`config.mk`:
```
export PLATFORM = sky130hd
export DESIGN_NAME = vga_text_console_writer_flat
export DESIGN_NICKNAME = d
export VERILOG_FILES = /design/src/rtl/vga_text_console_writer_if.sv /design/src/rtl/vga_text_console_writer.sv /design/src/flat_wrapper.sv
export SDC_FILE = /design/constraint.sdc
export NUM_CORES = 1
export LEC_CHECK = 0
export CORE_ASPECT_RATIO = 0.5
export CORE_MARGIN = 1.5
export CORE_UTILIZATION = 51
export CTS_CLUSTER_DIAMETER = 100
export DETAILED_ROUTE_END_ITERATION = 10
export PLACE_DENSITY = 0.91
export SLEW_MARGIN = 20
export SYNTH_ARGS = -nofsm -noshare
export SYNTH_HDL_FRONTEND = slang
export SYNTH_SLANG_ARGS = --single-unit
```
`constraint.sdc`:
```
create_clock -name CLK -period 7.4 [get_ports CLK]
set_clock_uncertainty 0.15 [all_clocks]
set_input_delay 0.74 -clock CLK [delete_from_list [all_inputs] [get_ports CLK]]
set_output_delay 0.74 -clock CLK [all_outputs]
set_load 0.02 [all_outputs]
```
`src/rtl/vga_text_console_writer_if.sv`:
```
// Character-stream and VRAM-port bundle for the VGA text console writer.
// The writer is the master of both the stream acknowledge and the VRAM bus.
interface vga_text_console_writer_if;
  logic        CH_VALID;
  logic        CH_READY;
  logic [7:0]  CH_DATA;
  logic        ATTR_IV;
  logic [3:0]  ATTR_FG;
  logic [3:0]  ATTR_BG;
  logic [10:0] VRAM_ADDR;
  logic        VRAM_WE;
  logic [3:0]  VRAM_BYTE_EN;
  logic [31:0] VRAM_WDATA;
  logic [31:0] VRAM_RDATA;

  modport master (
    input  CH_VALID, CH_DATA, ATTR_IV, ATTR_FG, ATTR_BG, VRAM_RDATA,
    output CH_READY, VRAM_ADDR, VRAM_WE, VRAM_BYTE_EN, VRAM_WDATA
  );

  modport slave (
    output CH_VALID, CH_DATA, ATTR_IV, ATTR_FG, ATTR_BG, VRAM_RDATA,
    input  CH_READY, VRAM_ADDR, VRAM_WE, VRAM_BYTE_EN, VRAM_WDATA
  );
endinterface

```
`src/rtl/vga_text_console_writer.sv`:
```
// Terminal engine: turns an ASCII byte stream into glyph writes in the text VRAM,
// handling cursor control codes, end-of-line wrap, scroll-up and full-screen clear.
module vga_text_console_writer #(
  parameter int         COLS       = 80,
  parameter int         ROWS       = 30,
  parameter logic [6:0] BLANK_CODE = 7'h20
) (
  input  logic                             CLK,
  input  logic                             RESET,
  vga_text_console_writer_if.master        bus,
  output logic [6:0]                       CURSOR_COL,
  output logic [4:0]                       CURSOR_ROW,
  output logic                             BUSY
);
  localparam logic [6:0]  LAST_COL    = 7'(COLS - 1);
  localparam logic [4:0]  LAST_ROW    = 5'(ROWS - 1);
  localparam logic [10:0] ROW_WORDS   = 11'(COLS / 2);
  localparam logic [10:0] LAST_SCROLL = 11'((ROWS - 1) * COLS / 2 - 1);
  localparam logic [10:0] LAST_WORD   = 11'(ROWS * COLS / 2 - 1);

  typedef enum logic [2:0] {
    IDLE, WRITE_CHAR, SCROLL_RD, SCROLL_WR, FILL, CLEAR_ALL
  } state_t;

  state_t      state, state_d;
  logic [6:0]  col, col_d;
  logic [4:0]  row, row_d;
  logic [10:0] ptr, ptr_d;
  logic        iv_q;
  logic [6:0]  code_q;
  logic [3:0]  fg_q, bg_q;

  logic        accept;
  logic [15:0] char_entry;
  logic [15:0] blank_entry;
  logic [10:0] char_word;

  assign accept      = bus.CH_VALID && (state == IDLE);
  assign char_entry  = {iv_q, code_q, fg_q, bg_q};
  assign blank_entry = {1'b0, BLANK_CODE, fg_q, bg_q};
  // COLS is even, so the word index is row*COLS/2 + col/2 and col[0] picks the
  // half; this keeps the 11-bit product from overflowing on the lower rows.
  assign char_word   = 11'(row) * ROW_WORDS + 11'(col[6:1]);

  // NOTE: sequential state uses non-blocking assignments so every flop samples pre-edge values.
  always_ff @(posedge CLK or negedge RESET) begin
    if (!RESET) begin
      state  <= IDLE;
      col    <= '0;
      row    <= '0;
      ptr    <= '0;
      iv_q   <= 1'b0;
      code_q <= '0;
      fg_q   <= '0;
      bg_q   <= '0;
      BUSY   <= 1'b0;
    end else begin
      state <= state_d;
      col   <= col_d;
      row   <= row_d;
      ptr   <= ptr_d;
      BUSY  <= (state_d != IDLE);
      if (accept) begin
        iv_q   <= bus.ATTR_IV;
        code_q <= bus.CH_DATA[6:0];
        fg_q   <= bus.ATTR_FG;
        bg_q   <= bus.ATTR_BG;
      end
    end
  end

  assign CURSOR_COL = col;
  assign CURSOR_ROW = row;

  // NOTE: every signal driven here gets a default first so no path can infer a latch.
  always_comb begin
    state_d          = state;
    col_d            = col;
    row_d            = row;
    ptr_d            = ptr;
    bus.CH_READY     = 1'b0;
    bus.VRAM_ADDR    = '0;
    bus.VRAM_WE      = 1'b0;
    bus.VRAM_BYTE_EN = '0;
    bus.VRAM_WDATA   = '0;

    unique case (state)
      IDLE: begin
        bus.CH_READY = 1'b1;
        if (bus.CH_VALID) begin
          unique case (bus.CH_DATA)
            8'h0D: col_d = '0;
            8'h0A: begin
              col_d = '0;
              if (row == LAST_ROW) begin
                state_d = SCROLL_RD;
                ptr_d   = '0;
              end else begin
                row_d = row + 5'd1;
              end
            end
            8'h08: if (col != '0) col_d = col - 7'd1;
            8'h0C: begin
              state_d = CLEAR_ALL;
              ptr_d   = '0;
            end
            default: if (bus.CH_DATA >= 8'h20) state_d = WRITE_CHAR;
          endcase
        end
      end

      WRITE_CHAR: begin
        bus.VRAM_ADDR    = char_word;
        bus.VRAM_WE      = 1'b1;
        bus.VRAM_BYTE_EN = col[0] ? 4'b1100 : 4'b0011;
        bus.VRAM_WDATA   = {char_entry, char_entry};
        state_d          = IDLE;
        if (col == LAST_COL) begin
          col_d = '0;
          if (row == LAST_ROW) begin
            state_d = SCROLL_RD;
            ptr_d   = '0;
          end else begin
            row_d = row + 5'd1;
          end
        end else begin
          col_d = col + 7'd1;
        end
      end

      // Each word moves up one text row: read it a row below, write it back here.
      SCROLL_RD: begin
        bus.VRAM_ADDR = ptr + ROW_WORDS;
        state_d       = SCROLL_WR;
      end

      SCROLL_WR: begin
        bus.VRAM_ADDR    = ptr;
        bus.VRAM_WE      = 1'b1;
        bus.VRAM_BYTE_EN = 4'b1111;
        bus.VRAM_WDATA   = bus.VRAM_RDATA;
        ptr_d            = ptr + 11'd1;
        state_d          = (ptr == LAST_SCROLL) ? FILL : SCROLL_RD;
      end

      FILL, CLEAR_ALL: begin
        bus.VRAM_ADDR    = ptr;
        bus.VRAM_WE      = 1'b1;
        bus.VRAM_BYTE_EN = 4'b1111;
        bus.VRAM_WDATA   = {blank_entry, blank_entry};
        ptr_d            = ptr + 11'd1;
        if (ptr == LAST_WORD) begin
          state_d = IDLE;
          if (state == CLEAR_ALL) begin
            col_d = '0;
            row_d = '0;
          end
        end
      end

      default: state_d = IDLE;
    endcase
  end
endmodule

```
`src/flat_wrapper.sv`:
```
// flat-port wrapper written by rule: the top's interface ports become plain ports
module vga_text_console_writer_flat 
#(
  parameter int         COLS       = 80,
  parameter int         ROWS       = 30,
  parameter logic [6:0] BLANK_CODE = 7'h20
)
  (CLK, RESET, CURSOR_COL, CURSOR_ROW, BUSY, bus_CH_VALID, bus_CH_DATA, bus_ATTR_IV, bus_ATTR_FG, bus_ATTR_BG, bus_VRAM_RDATA, bus_CH_READY, bus_VRAM_ADDR, bus_VRAM_WE, bus_VRAM_BYTE_EN, bus_VRAM_WDATA);
  vga_text_console_writer_if bus_i ();
  input  logic CLK;
  input  logic RESET;
  output logic [6:0] CURSOR_COL;
  output logic [4:0] CURSOR_ROW;
  output logic BUSY;
  input wire logic [$bits(bus_i.CH_VALID)-1:0] bus_CH_VALID;
  input wire logic [$bits(bus_i.CH_DATA)-1:0] bus_CH_DATA;
  input wire logic [$bits(bus_i.ATTR_IV)-1:0] bus_ATTR_IV;
  input wire logic [$bits(bus_i.ATTR_FG)-1:0] bus_ATTR_FG;
  input wire logic [$bits(bus_i.ATTR_BG)-1:0] bus_ATTR_BG;
  input wire logic [$bits(bus_i.VRAM_RDATA)-1:0] bus_VRAM_RDATA;
  output wire logic [$bits(bus_i.CH_READY)-1:0] bus_CH_READY;
  output wire logic [$bits(bus_i.VRAM_ADDR)-1:0] bus_VRAM_ADDR;
  output wire logic [$bits(bus_i.VRAM_WE)-1:0] bus_VRAM_WE;
  output wire logic [$bits(bus_i.VRAM_BYTE_EN)-1:0] bus_VRAM_BYTE_EN;
  output wire logic [$bits(bus_i.VRAM_WDATA)-1:0] bus_VRAM_WDATA;
  assign bus_i.CH_VALID = bus_CH_VALID;
  assign bus_i.CH_DATA = bus_CH_DATA;
  assign bus_i.ATTR_IV = bus_ATTR_IV;
  assign bus_i.ATTR_FG = bus_ATTR_FG;
  assign bus_i.ATTR_BG = bus_ATTR_BG;
  assign bus_i.VRAM_RDATA = bus_VRAM_RDATA;
  assign bus_CH_READY = bus_i.CH_READY;
  assign bus_VRAM_ADDR = bus_i.VRAM_ADDR;
  assign bus_VRAM_WE = bus_i.VRAM_WE;
  assign bus_VRAM_BYTE_EN = bus_i.VRAM_BYTE_EN;
  assign bus_VRAM_WDATA = bus_i.VRAM_WDATA;
  vga_text_console_writer #(.COLS(COLS), .ROWS(ROWS), .BLANK_CODE(BLANK_CODE)) u_core (.CLK(CLK), .RESET(RESET), .bus(bus_i), .CURSOR_COL(CURSOR_COL), .CURSOR_ROW(CURSOR_ROW), .BUSY(BUSY));
endmodule
```
=== Yosys cells after proc, flatten, opt, wreduce, memory -nomap -nowiden ===
Cells that the tools add are included.

* Memory bits (writable): 0
* Bits of input ports: 52
* Memories kept: 0
* Flip-flop bits (word level): 43
* Logic and storage cells: 86
* Bits in read-only memories: 0
* Latch bits: 0
* Output and inout port bits: 62

* Add/subtract/negate cells: 6
* $mul: 1
* Equal/unequal tests: 21
* Muxes and demuxes: 34
* Reductions and logical operators: 14
* Bitwise operators: 0
* Order comparisons: 1
* Shift operators: 0
* Div/mod/pow operators: 0

{| class="wikitable"
|+ Operator list
! operator !! number
|-
| one-hot mux 32 bit (3 select lines) || 1
|-
| one-hot mux 11 bit (3 select lines) || 2
|-
| 2-to-1 mux 7 bit || 5
|-
| 2-to-1 mux 11 bit || 3
|-
| == test 8 x 4 -> 1 bit (second input constant) || 4
|-
| 2-to-1 mux 5 bit || 6
|-
| == test 11 bit (second input constant) || 2
|-
| one-hot mux 11 bit (2 select lines) || 1
|-
| one-hot mux 7 bit (3 select lines) || 1
|-
| 2-to-1 mux 3 bit || 6
|-
| one-hot mux 3 bit (5 select lines) || 1
|-
| one-hot mux 5 bit (3 select lines) || 1
|-
| one-hot mux 7 bit (2 select lines) || 1
|-
| AND reduction 6 bit || 2
|-
| adder 11 x 1 -> 11 bit (second input constant) || 1
|-
| adder 11 x 6 -> 11 bit || 1
|-
| adder 11 x 6 -> 11 bit (second input constant) || 1
|-
| inequality test 3 bit (second input constant) || 3
|-
| one-hot mux 3 bit (3 select lines) || 1
|-
| nonzero test 3 bit || 3
|-
| >= comparator 8 x 6 -> 1 bit (second input constant) || 1
|-
| multiplier 5 x 3 -> 8 bit (second input constant) || 1
|-
| one-hot mux 4 bit (2 select lines) || 1
|-
| adder 7 x 1 -> 7 bit (second input constant) || 1
|-
| 19 further kinds || 27
|}

=== Longest topological paths before layout ===
Gate-level depths: netlist of run 1.

* Depth after elaboration: 6
* Gate-level depth with buffers: 9
* Depth with buffers taken out: 9

=== Least setup slack after synthesis of run 1 ===
OpenSTA, ideal clock, no wires.

* Kind: reg-to-output
* Start point: register u_core.row[1] (netlist: u_core.CURSOR_ROW[1])
* End point: output bus_VRAM_ADDR[9]
* Stages on the path, launching flop included: 9
* Arrival: 2.448 ns
* Required time: 6.510 ns
* Setup slack: 4.062 ns
* Cell sequence: dfrtp_1 -> ha_1 -> ha_1 -> inv_1 -> fa_1 -> nand2b_1 -> nor3_1 -> xnor2_1 -> o21ai_0

* Longest elaborated chain between the ends: 3

{| class="wikitable"
|+ Ends and longest elaborated chain
! what !! line !! RTL
|-
| from (decl) || vga_text_console_writer.sv:27 || <nowiki>logic [4:0] row, row_d;</nowiki>
|-
| from (signal assigned) || vga_text_console_writer.sv:60 || <nowiki>row <= row_d;</nowiki>
|-
| multiplier 5 x 3 -> 8 bit || vga_text_console_writer.sv:43 || <nowiki>assign char_word = 11'(row) * ROW_WORDS + 11'(col[6:1]);</nowiki>
|-
| adder 11 x 6 -> 11 bit || vga_text_console_writer.sv:43 ||
|-
| one-hot mux 11 bit (3 select lines) || vga_text_console_writer.sv:87 || <nowiki>unique case (state)</nowiki>
|-
| to (decl) || flat_wrapper.sv:22 || <nowiki>output wire logic [$bits(bus_i.VRAM_ADDR)-1:0] bus_VRAM_ADDR;</nowiki>
|}

Every way passes these cells.

=== Final worst setup path of run 1 ===
* Start point: register u_core.row[1] (netlist: u_core.CURSOR_ROW[1])
* End point: output bus_VRAM_ADDR[10]

Same word-level chain as after synthesis.

==> results of run 1 <==
-- layer usage --
layer,vias up,global-route usage (%)
li1,1719,-
met1,1733,40.3
met2,185,45.1
met3,24,6.75
met4,0,6.03
met5,-,0
-- where the power goes --
part | total, mW | internal [mW] | switching (mW)
registers | 0.504 | 0.334 | 0.170
clock network | 0.258 | 0.159 | 0.0991
logic | 1.49 | 0.709 | 0.782
total | 2.25 | 1.20 | 1.05
-- worst max-delay path, delay by kind of cell, from the launching register on --
| family | cells | cell delay [ns] |
|---|---|---|
| compound gates | 2 | 0.19 |
| simple gates | 2 | 0.46 |
| flops | 1 | 0.48 |
| fa+ha+maj | 3 | 1.00 |
| buf+inv | 2 | 0.70 |
-- path summary, 6_finish.rpt --
kind                                      start                    to  cells after the start  slack (ns)
max                        u_core.CURSOR_ROW[1]     bus_VRAM_ADDR[10]                      9        3.40
min                              u_core.bg_q[3]        u_core.bg_q[3]                      1        0.40
max reg2reg                     u_core.state[0]  u_core.CURSOR_COL[1]                      5        4.50
min reg2reg                      u_core.bg_q[3]        u_core.bg_q[3]                      1        0.40
max in group asynchronous                 RESET        u_core.bg_q[1]                      1        6.05
min in group asynchronous                 RESET  u_core.CURSOR_COL[2]                      1        0.45
-- through the flow --
step | util, % | worst slack [ns] | cell area, um^2
finish | 72.0 | 3.40 | 4860
global route | 72.0 | 3.17 | 4860
CTS | 72.0 | 3.38 | 4860
detailed placement | 69.5 | 3.71 | 4690
global placement | 69.5 | 3.78 | 4690
floorplan | - | 4.06 | 3600
-- layout make-up --
cell class	count	area, um^2	area share, %
sequential	43	1080	22.1
clock buffer	5	125	2.57
tap	92	115	2.37
inverter	12	45.0	0.926
timing repair buffer	114	1130	23.3
multi-input combinational	316	2330	47.8
clock inverter	3	43.8	0.900
-- state kept, by name, indices dropped and copies added, names as in the netlist --
| signal | flops |
|---|---|
| u_core.BUSY | 1 |
| u_core.CURSOR_COL | 7 |
| u_core.CURSOR_ROW | 5 |
| u_core.bg_q | 4 |
| u_core.code_q | 7 |
| u_core.fg_q | 4 |
| u_core.iv_q | 1 |
| u_core.ptr | 11 |
| u_core.state | 3 |
-- cells in the final DEF, fill, tap and decap left out, types with 5 or more instances in the layout --
| master | synthesis | layout |
|---|---|---|
| nand2_1 | 25 | 25 |
| nor2_1 | 26 | 26 |
| clkdlybuf4s50_1 | 0 | 112 |
| nor3_1 | 6 | 6 |
| nor4_1 | 5 | 5 |
| nor2b_1 | 6 | 5 |
| a21oi_1 | 17 | 17 |
| xnor2_1 | 10 | 10 |
| o22ai_1 | 5 | 5 |
| a21o_1 | 7 | 7 |
| nand3_1 | 8 | 8 |
| clkbuf_16 | 0 | 5 |
| o21ai_0 | 27 | 27 |
| a22oi_1 | 12 | 12 |
| nand4_1 | 7 | 7 |
| xor2_1 | 5 | 5 |
| mux2_2 | 19 | 19 |
| inv_1 | 12 | 12 |
| dfrtp_1 | 43 | 43 |
| a31oi_1 | 11 | 11 |
| a22o_1 | 34 | 34 |
| ha_1 | 16 | 16 |
-- logic make-up after synthesis --
family                     after synthesis  synth area share (%)
AOI/OAI and AO/OA                      143                  28.2
muxes                                   22                  6.77
DFF                                     43                  29.9
and+or+nand+nor                        118                  19.2
adders and majority gates               18                  6.66
buffers and inverters                   46                  5.73
xor gates and xnor gates                15                  3.64
==> impl_metrics.json, run 1 <==
{
  "outcome": "complete, no violations",
  "dp_hpwl_um": 7860,
  "layout.nets": 562,
  "avgSynthCellArea_um2": 8.90,
  "dr_wl_met2_um": 4890,
  "hp-class": "register to register",
  "crit_slowest_cell": "clkdlybuf4s50_1",
  "ys_seq_elements": 43,
  "cap_violations": 0,
  "synthArstFlopShare_pct": 100,
  "critPathLaunchType": "register",
  "synth_area_leaders": "dfrtp_1 30%, a22o_1 8.3%, mux2_2 5.9%",
  "crit_chain": "ha_1 > ha_1 > inv_1 > fa_1 > nand2b_1 > nor4_1 > a21oi_1 > o21ai_0 > clkdlybuf4s50_1",
  "cp.arrival_ns": 3.11,
  "detail-route-antenna-nets": 0,
  "core_um2": 6750,
  "clkSinkCount": 43,
  "period_minus_slack_ns": 4.00,
  "period_share_pct": 54.1,
  "wl_met3_um": 947,
  "die_x_um": 122,
  "hold-worst-slack_ns": 0.396,
  "hold_viol_final": 0,
  "first_global_vias": 3489,
  "ios": 114,
  "drt_iter0_markers": 357,
  "grt_pass1_wl_um": 17400,
  "rsz0062_at_grt": "false",
  "vdd.ir_drop.worst_mv": 0.196,
  "wl_met1_um": 4650,
  "path_clk_slew_ns": 0.07,
  "grt_usage_pct": 28.6,
  "critPathMostFrequentCell": "ha_1",
  "ys_seq_area_share_pct": 29.9,
  "synth.net_count": 475,
  "synthTopCellsByCount": "43 x dfrtp_1, 34 x a22o_1, 27 x o21ai_0",
  "clockBufferDepth": 2,
  "yosys.area.top_type_share_pct": 29.9,
  "power.density_nw_per_um2": 463,
  "synth_warnings": 0,
  "crit_type": "register to output port",
  "crit_required_ns": 6.51,
  "tightest_slew_ns": 0.962,
  "end_kind": "output port",
  "dieHeight_um": 62.5,
  "critPathMaxFanout": 8,
  "via_per_inst": 6.26,
  "cts-resized-gates": 0,
  "leakagePower_nw": 1.94,
  "synth_most_common_cell": "dfrtp_1",
  "p_total_mw": 2.25,
  "critPathMaxStageDelay_ns": 0.62,
  "vias": 3661,
  "dpl.cell_count": 577,
  "dr.pass1.iters": 6,
  "tns_ns": 0,
  "antenna_found_initial": 0,
  "htree_levels": 2,
  "num_antenna_cells": 0,
  "drcViolationCount": 0,
  "ys.flop_type": "dfrtp_1",
  "max_freq_mhz": 250,
  "rows": 21,
  "drive_above_1_share_pct": 8.32,
  "routabilityCongestion": 0.884,
  "synth_edf_count": 0,
  "grt_max_degree": 44,
  "cts_buffers": 5,
  "netlist_area_um2": 3600,
  "synth_largest_area_cell": "dfrtp_1",
  "synthDistinctLibCells": 68,
  "slew_violations": 0,
  "root_buffer": "clkbuf_16",
  "relSlewSlack_pct": 35.9,
  "die_area_um2": 7610,
  "wl_um": 10600,
  "ctsHoldBuffers": 0,
  "overflow": 0,
  "synthCells": 405,
  "drt-wirelength-per-cell_um": 18.2,
  "syn2layout_area_growth_pct": 35.0,
  "post_cts_buffers": 0,
  "clock_latency_ns": 0.29,
  "fin_cells": 585,
  "maxUsedRoutingLayer": "met4",
  "tritoncts": "done",
  "fillCellCount": 507,
  "setup_violations": 0,
  "initial_core_util_pct": 53.4,
  "port_buffers": 113
}
(Power assumes the default switching activity.)
==> inputs of run 2 (changes only) <==
- CORE_UTILIZATION: 51 -> 43
- PLACE_DENSITY: 0.91 -> 0.82
- clock period: 7.4 -> 3.4 ns (I/O delays scaled with it)
==> impl_metrics.json, run 2 (synthesis results as in run 1) <==
{
  "path_buf_inv": 1,
  "crit_start": "u_core.CURSOR_ROW[2]",
  "tightest_slew_ns": 0.809,
  "slew_violations": 0,
  "crit_slowest_cell": "clkdlybuf4s50_1",
  "rows": 23,
  "outcome": "complete, no violations",
  "core_um2": 8060,
  "fin_cells": 620,
  "die_area_um2": 8970,
  "cts_buffers": 5,
  "cp_top_family": "adder cells",
  "crit_cells": 6,
  "dr.pass1.iters": 5,
  "tns_ns": 0,
  "vias": 3686,
  "dp_hpwl_um": 8160,
  "finalWorstSetupSlack_ns": 0.179,
  "root_buffer": "clkbuf_16",
  "met3_usage_pct": 4.95,
  "clock_latency_ns": 0.29,
  "fin_area_um2": 5030,
  "drt-wirelength-per-cell_um": 17.8,
  "antenna_found_initial": 0,
  "dieHeight_um": 67.7,
  "overflow": 0,
  "setup_violations": 0,
  "syn2layout_area_growth_pct": 39.4,
  "largest_reg_flops": 11,
  "period_share_pct": 94.7,
  "dpl.cell_count": 610,
  "ios": 114,
  "detail-route-antenna-nets": 0,
  "hold_viol_final": 0,
  "critPathMaxFanout": 10,
  "routabilityCongestion": 0.855,
  "num_antenna_cells": 0,
  "drt_iter0_markers": 341,
  "reg2reg_slack_ns": 0.75,
  "tritoncts": "done",
  "htree_levels": 2,
  "hp-class": "primary input to asynchronous set/reset pin",
  "max_freq_mhz": 310,
  "grt_pass1_wl_um": 17600,
  "initial_core_util_pct": 44.7,
  "drcViolationCount": 0,
  "vdd.ir_drop.worst_mv": 0.382,
  "pre_cts_slack_ns": 0.233,
  "path_clk_slew_ns": 0.07,
  "busiest_layer": "met2",
  "rr_worst_depth": 5,
  "post-route-util_pct": 62.4,
  "fillCellCount": 672,
  "p_total_mw": 5.00,
  "cp.arrival_ns": 2.73,
  "critPathMostFrequentCell": "ha_1",
  "placed_area_um2": 4810,
  "clockBufferDepth": 2,
  "crit_type": "register to output port",
  "wl_um": 11000,
  "leakagePower_nw": 2.04,
  "critPathLaunchType": "register",
  "top_register": "u_core.ptr",
  "met2_usage_pct": 42.1,
  "via_per_inst": 5.95,
  "cap_violations": 0,
  "period_minus_slack_ns": 3.22,
  "hold-worst-slack_ns": 0.313,
  "power.density_nw_per_um2": 995,
  "clkSinkCount": 43,
  "port_buffers": 113,
  "drive_above_1_share_pct": 11.0,
  "grtUsageMet1_pct": 33.3,
  "crit_chain": "ha_1 > ha_1 > a21oi_1 > xor2_1 > o221ai_1 > clkdlybuf4s50_1",
  "final_common_cell": "clkdlybuf4s50_1",
  "grt_max_degree": 44,
  "end_kind": "output port",
  "die_x_um": 132,
  "critPathMaxStageDelay_ns": 0.64,
  "relSlewSlack_pct": 45.9,
  "final_cell_mix": "108 x clkdlybuf4s50_1, 43 x dfrtp_1, 34 x a22o_1",
  "r2r-start": "u_core.state[0]",
  "r2r_end": "u_core.CURSOR_COL[5]",
  "layout.nets": 577,
  "crit_path_end": "bus_VRAM_ADDR[6]",
  "crit_required_ns": 2.91,
  "first_global_vias": 3431,
  "grt_usage_pct": 24.8,
  "rsz0062_at_grt": "false"
}
[run 2: cell count changes in the layout (fill, tap and decap cells not counted), sizes merged]
cell	delta
buf	+14
clkbuf	+2
clkdlybuf4s50	-4
clkinv	-1
dlygate4sd1	+1
dlygate4sd2	+1
dlygate4sd3	+1
dlymetal6s2s	+1
[run 2: repair_timing]
item                                    4_1_cts  5_1_grt
gates resized for setup                       4        7
endpoints found under the hold margin         0       11
buffers inserted                              0        0
hold buffers                                  0        1
endpoints found under the setup margin        3        3
[run 2: final cells by class]
class                      instances  area [um^2]  area share [%]
tap                              112          140            2.79
clock buffer                       6          139            2.76
sequential                        43         1080            21.4
timing repair buffer             129         1260            25.0
multi-input combinational        316         2330            46.5
clock inverter                     2         35.0           0.697
inverter                          12         45.0           0.896
[run 2: report_power, final]
group	internal, mW	switching [mW]	total, mW
clock network	0.366	0.209	0.575
logic	1.59	1.80	3.39
registers	0.728	0.303	1.03
[run 2: worst min path at each step]
stage,start,endpoint,slack (ns)
after floorplan,RESET,u_core.BUSY,-0.11
after CTS,RESET,u_core.CURSOR_COL[1],0.09
after detailed placement,u_core.code_q[5],u_core.code_q[5],0.35
final,RESET,u_core.CURSOR_COL[1],0.31
after global placement,u_core.code_q[5],u_core.code_q[5],0.34
after global routing,RESET,u_core.CURSOR_COL[1],0.33
[run 2: layer usage]
metal	vias up	part of all wire, %
met5	-	0
met4	0	1.1
met3	13	7.1
met2	145	47
met1	1787	45
li1	1741	-
==> inputs of run 3 (changes only) <==
- SLEW_MARGIN: 20 -> 25
==> impl_metrics.json, run 3 (synthesis results as in run 1) <==
{
  "outcome": "complete, no violations",
  "fillCellCount": 676,
  "grt_usage_pct": 24.8,
  "critPathMaxStageDelay_ns": 0.64,
  "setup_violations": 0,
  "leakagePower_nw": 2.03,
  "syn2layout_area_growth_pct": 38.9,
  "tightest_slew_ns": 0.794,
  "top_register": "u_core.ptr",
  "cp.arrival_ns": 2.73,
  "htree_levels": 2,
  "crit_type": "register to output port",
  "hold-worst-slack_ns": 0.370,
  "ios": 114,
  "post_cts_buffers": 0,
  "period_minus_slack_ns": 3.22,
  "wl_um": 10900,
  "die_x_um": 132,
  "initial_core_util_pct": 44.7,
  "final_cell_mix": "108 x clkdlybuf4s50_1, 43 x dfrtp_1, 34 x a22o_1",
  "dp_hpwl_um": 8160,
  "clkSinkCount": 43,
  "core_um2": 8060,
  "slew_violations": 0,
  "rows": 23,
  "p_clk_share_pct": 11.4,
  "tns_ns": 0,
  "via_per_inst": 5.97,
  "largest_reg_flops": 11,
  "detail-route-antenna-nets": 0,
  "power.density_nw_per_um2": 995,
  "drt-wirelength-per-cell_um": 17.7,
  "path_clk_slew_ns": 0.06,
  "num_antenna_cells": 0,
  "tritoncts": "done",
  "end_kind": "output port",
  "hold_viol_final": 0,
  "power_frac_seq_pct": 20.7,
  "drive_above_1_share_pct": 10.8,
  "drcViolationCount": 0,
  "sw_frac_of_total_pct": 46.3,
  "hp-class": "register to register",
  "grt_pass1_wl_um": 17600,
  "critPathMostFrequentCell": "ha_1",
  "power_switching_mw": 2.31,
  "rsz0062_at_grt": "false",
  "root_buffer": "clkbuf_16",
  "routabilityCongestion": 0.855,
  "crit_slowest_cell": "clkdlybuf4s50_1",
  "comb_power_share_pct": 67.9,
  "antenna_found_initial": 0,
  "max_freq_mhz": 310,
  "seqCellArea_um2": 1080,
  "dr.pass1.iters": 5,
  "p_total_mw": 4.99,
  "clock_latency_ns": 0.29,
  "multiInputGateArea_um2": 2330,
  "vias": 3693,
  "critPathMaxFanout": 10,
  "cap_violations": 0,
  "port_buffers": 113,
  "vdd.ir_drop.worst_mv": 0.382,
  "clockBufferDepth": 2,
  "die_area_um2": 8970,
  "overflow": 0,
  "placed_area_um2": 4810,
  "grt_max_degree": 44,
  "period_share_pct": 94.8,
  "fin_area_um2": 5010,
  "first_global_vias": 3431,
  "relSlewSlack_pct": 47.0,
  "layout.nets": 576,
  "crit_required_ns": 2.91,
  "final_common_cell": "clkdlybuf4s50_1",
  "cts_buffers": 5,
  "intPower_mw": 2.68,
  "dieHeight_um": 67.7,
  "critPathLaunchType": "register",
  "drt_iter0_markers": 365,
  "crit_chain": "ha_1 > ha_1 > a21oi_1 > xor2_1 > o221ai_1 > clkdlybuf4s50_1"
}
## run 3: changes by cell type in the layout (fill, tap and decap cells not counted), sizes merged
cell  change
buf       -1
## run 3: final timing paths
check,cells after the start,slack [ns],end,start
max,6,0.18,bus_VRAM_ADDR[6],u_core.CURSOR_ROW[2]
min,1,0.37,u_core.code_q[5],u_core.code_q[5]
max reg2reg,5,0.69,u_core.CURSOR_COL[5],u_core.state[0]
min reg2reg,1,0.37,u_core.code_q[5],u_core.code_q[5]
max in group asynchronous,2,2.26,u_core.bg_q[1],RESET
min in group asynchronous,2,0.46,u_core.CURSOR_COL[1],RESET
## run 3: routing by layer
metal	up-vias	track usage (%)	wire length (um)
met4	0	5.08	112
met1	1781	33.3	4800
met2	154	42.1	5190
met5	-	0	0
li1	1746	-	-
met3	12	4.95	844
## run 3: cell type report
type	count	area share, %
multi-input cells	316	46.6
inverters	12	0.899
flip-flops and latches	43	21.5
clock inverters	2	0.699
repair buffers	128	24.7
clock buffers	6	2.77
well taps	112	2.80
## run 3: what timing repair did
action | CTS | global route
gates resized for setup | 4 | 7
hold buffers | 0 | 1
setup endpoints to repair | 3 | 3
endpoints found under the hold margin | 0 | 43
## run 3: worst max-delay path: cells and delay by family (launching register included)
kind                       cells  cell delay, ns
AOI/OAI and AO/OA              2            0.52
xor gates and xnor gates       1            0.12
adders and majority gates      2            0.64
buffers and inverters          1            0.64
DFF                            1            0.54
## run 3: through the flow
| step | worst slack, ns | cells | utilization (%) |
|---|---|---|---|
| floorplan | 0.462 | 405 | - |
| global placement | 0.307 | 610 | 59.8 |
| detailed placement | 0.233 | 610 | 59.8 |
| CTS | 0.106 | 618 | 62.0 |
| global route | 0.0566 | 619 | 62.2 |
| finish | 0.176 | 619 | 62.2 |
## run 3: power groups by stage
stage	Clock, mW	Sequential, mW	Combinational [mW]
after detailed placement	0	1.03	3.34
final	0.569	1.03	3.39
after global placement	0	1.01	3.28
after global routing	0.602	1.06	3.67
after CTS	0.580	1.02	3.36
after floorplan	0	0.979	2.16
==> edit (config.mk and constraints of run 2) <==
`ROWS` is set to 30 in 2 places; all go to 15.
--- a/src/rtl/vga_text_console_writer.sv
+++ b/src/rtl/vga_text_console_writer.sv
@@ -3,5 +3,5 @@
 module vga_text_console_writer #(
   parameter int         COLS       = 80,
-  parameter int         ROWS       = 30,
+  parameter int         ROWS       = 15,
   parameter logic [6:0] BLANK_CODE = 7'h20
 ) (
--- a/src/flat_wrapper.sv
+++ b/src/flat_wrapper.sv
@@ -3,5 +3,5 @@
 #(
   parameter int         COLS       = 80,
-  parameter int         ROWS       = 30,
+  parameter int         ROWS       = 15,
   parameter logic [6:0] BLANK_CODE = 7'h20
 )
Function: no difference found for any inputs over 10 cycles, from zero or initial values and one cycle with RESET low; that may be too few to reach the edited logic, so the function may still have changed.
==> edit against run 2 <==
- total power fell by 8.0%
- area after synthesis shrank 0.49%
- global-route usage down 0.54 points
- setup slack improved by 19 ps
- wire length is 1.3% lower
- first-iteration DRC count is 25% higher
- utilization grew 0.062 points
- cell count grew 1.1%
- critical path depth increased by 1
- synthesized cell count up 2.2%
- maximum frequency rose by 0.60%
- cell area about the same
- sequential cell count unchanged
- critical path type unchanged
- critical endpoint unchanged
==> edit: results (changes against run 2) <==
** Global routing
- The global-route usage over all layers is 24.2% (-0.54 points).
- The met3 track utilization from global routing is 6.01% (+1.1 points).
- GR Util met1 :: 32.4% (-0.96 points)
- The met2 usage was 39.7% (-2.5 points).
- Global-route wire length before repair :: 17.2 mm (-2.7%)
- The via count of the first global-routing pass came to 3339 (-2.7%).

** Yosys
- The share of synthesized area spent on multiplexers came to 5.86% (-0.91 points).
- Fraction of synthesized cell area in xor and xnor cells :: 3.42% (-0.23 points)
- The post-synthesis net count is 484 (+1.9%).
- The sequential area share after synthesis came to 30.0% (+0.15 points).
- The adder-cell area share of the yosys netlist was 6.70% (+0.033 points).
- Cells taking the most area after synthesis :: dfrtp_1 (30%), a22o_1 (7.8%), ha_1 (5.6%), nand2_1 (3.7%), o21ai_0 (3.3%)

** Routing
- The number of detailed-route iterations in the first pass was 8 (+3).
- The wire length on met2 was 4.89 mm (-6.0%).
- The DRC violation total after the first TritonRoute iteration came to 426 (+25%).
- The total number of vias is 3693 (+0.19%).
- The length of routed met3 wiring was 928 µm (+19%).

** Setup path
- Peak per-stage delay on the critical path :: 620 ps (-20 ps)
- Worst-path fanout max :: 3 (-7)
- Slack of the worst reg-to-reg path :: 570 ps (-180 ps)
- Launch instance of the worst register-to-register path :: u_core.ptr[7]
- The endpoint arrival time on the critical path came to 2710 ps (-20 ps).

** Placed design
- Global placer's final weighted congestion :: 0.943 (+10%)
- Post-Place Setup Slack :: 277 ps (+44.7 ps)
- Placement Cell Area :: 4830 µm² (+0.42%)

** Finish
- Ratio of cells with drive above 1 in the final layout :: 9.32% (-1.7 points)
- Number of nets in the finished design :: 584 (+1.2%)

** Power and ir drop
- Worst ir drop on vdd :: 0.000415 V (+8.5%)
- The switching component of the power came to 0.00207 W (-11%).
- The standby leakage power was 2.04 nW (about the same).

** Run status
- Outcome :: finished clean

** Timing
- Fraction of the cycle the final worst path needs :: 94.2% (-0.57 points)
- Transition time at the pin with the least slew margin :: 988 ps (+179 ps)
## edit: power groups by stage
stage | clock network, W | registers (W) | logic [W]
after CTS | 0.000639 | 0.000996 | 0.00295
after global placement | 0 | 0.000992 | 0.00289
after global routing | 0.000662 | 0.00104 | 0.00319
after detailed placement | 0 | 0.00101 | 0.00294
final | 0.000630 | 0.00101 | 0.00296
after floorplan | 0 | 0.000933 | 0.00189
## edit: layout make-up
class	count	area (µm²)
clock buffers	6	129
clock inverters	2	60.1
fillers	694	3030
inverters	14	52.6
multi-input cells	322	2320
flip-flops and latches	43	1080
well taps	112	140
repair buffers	128	1250
## edit: per-stage QoR
step	utilization, %	hold WS [ps]	std cells	setup TNS (ps)	total power (W)
final	62.4	64.8	627	0	0.00460
after CTS	62.3	106	627	0	0.00458
after detailed placement	60.0	360	619	0	0.00395
after floorplan	-	-106	414	0	0.00282
after global routing	62.4	139	627	-23.0	0.00490
after global placement	60.0	341	619	0	0.00388
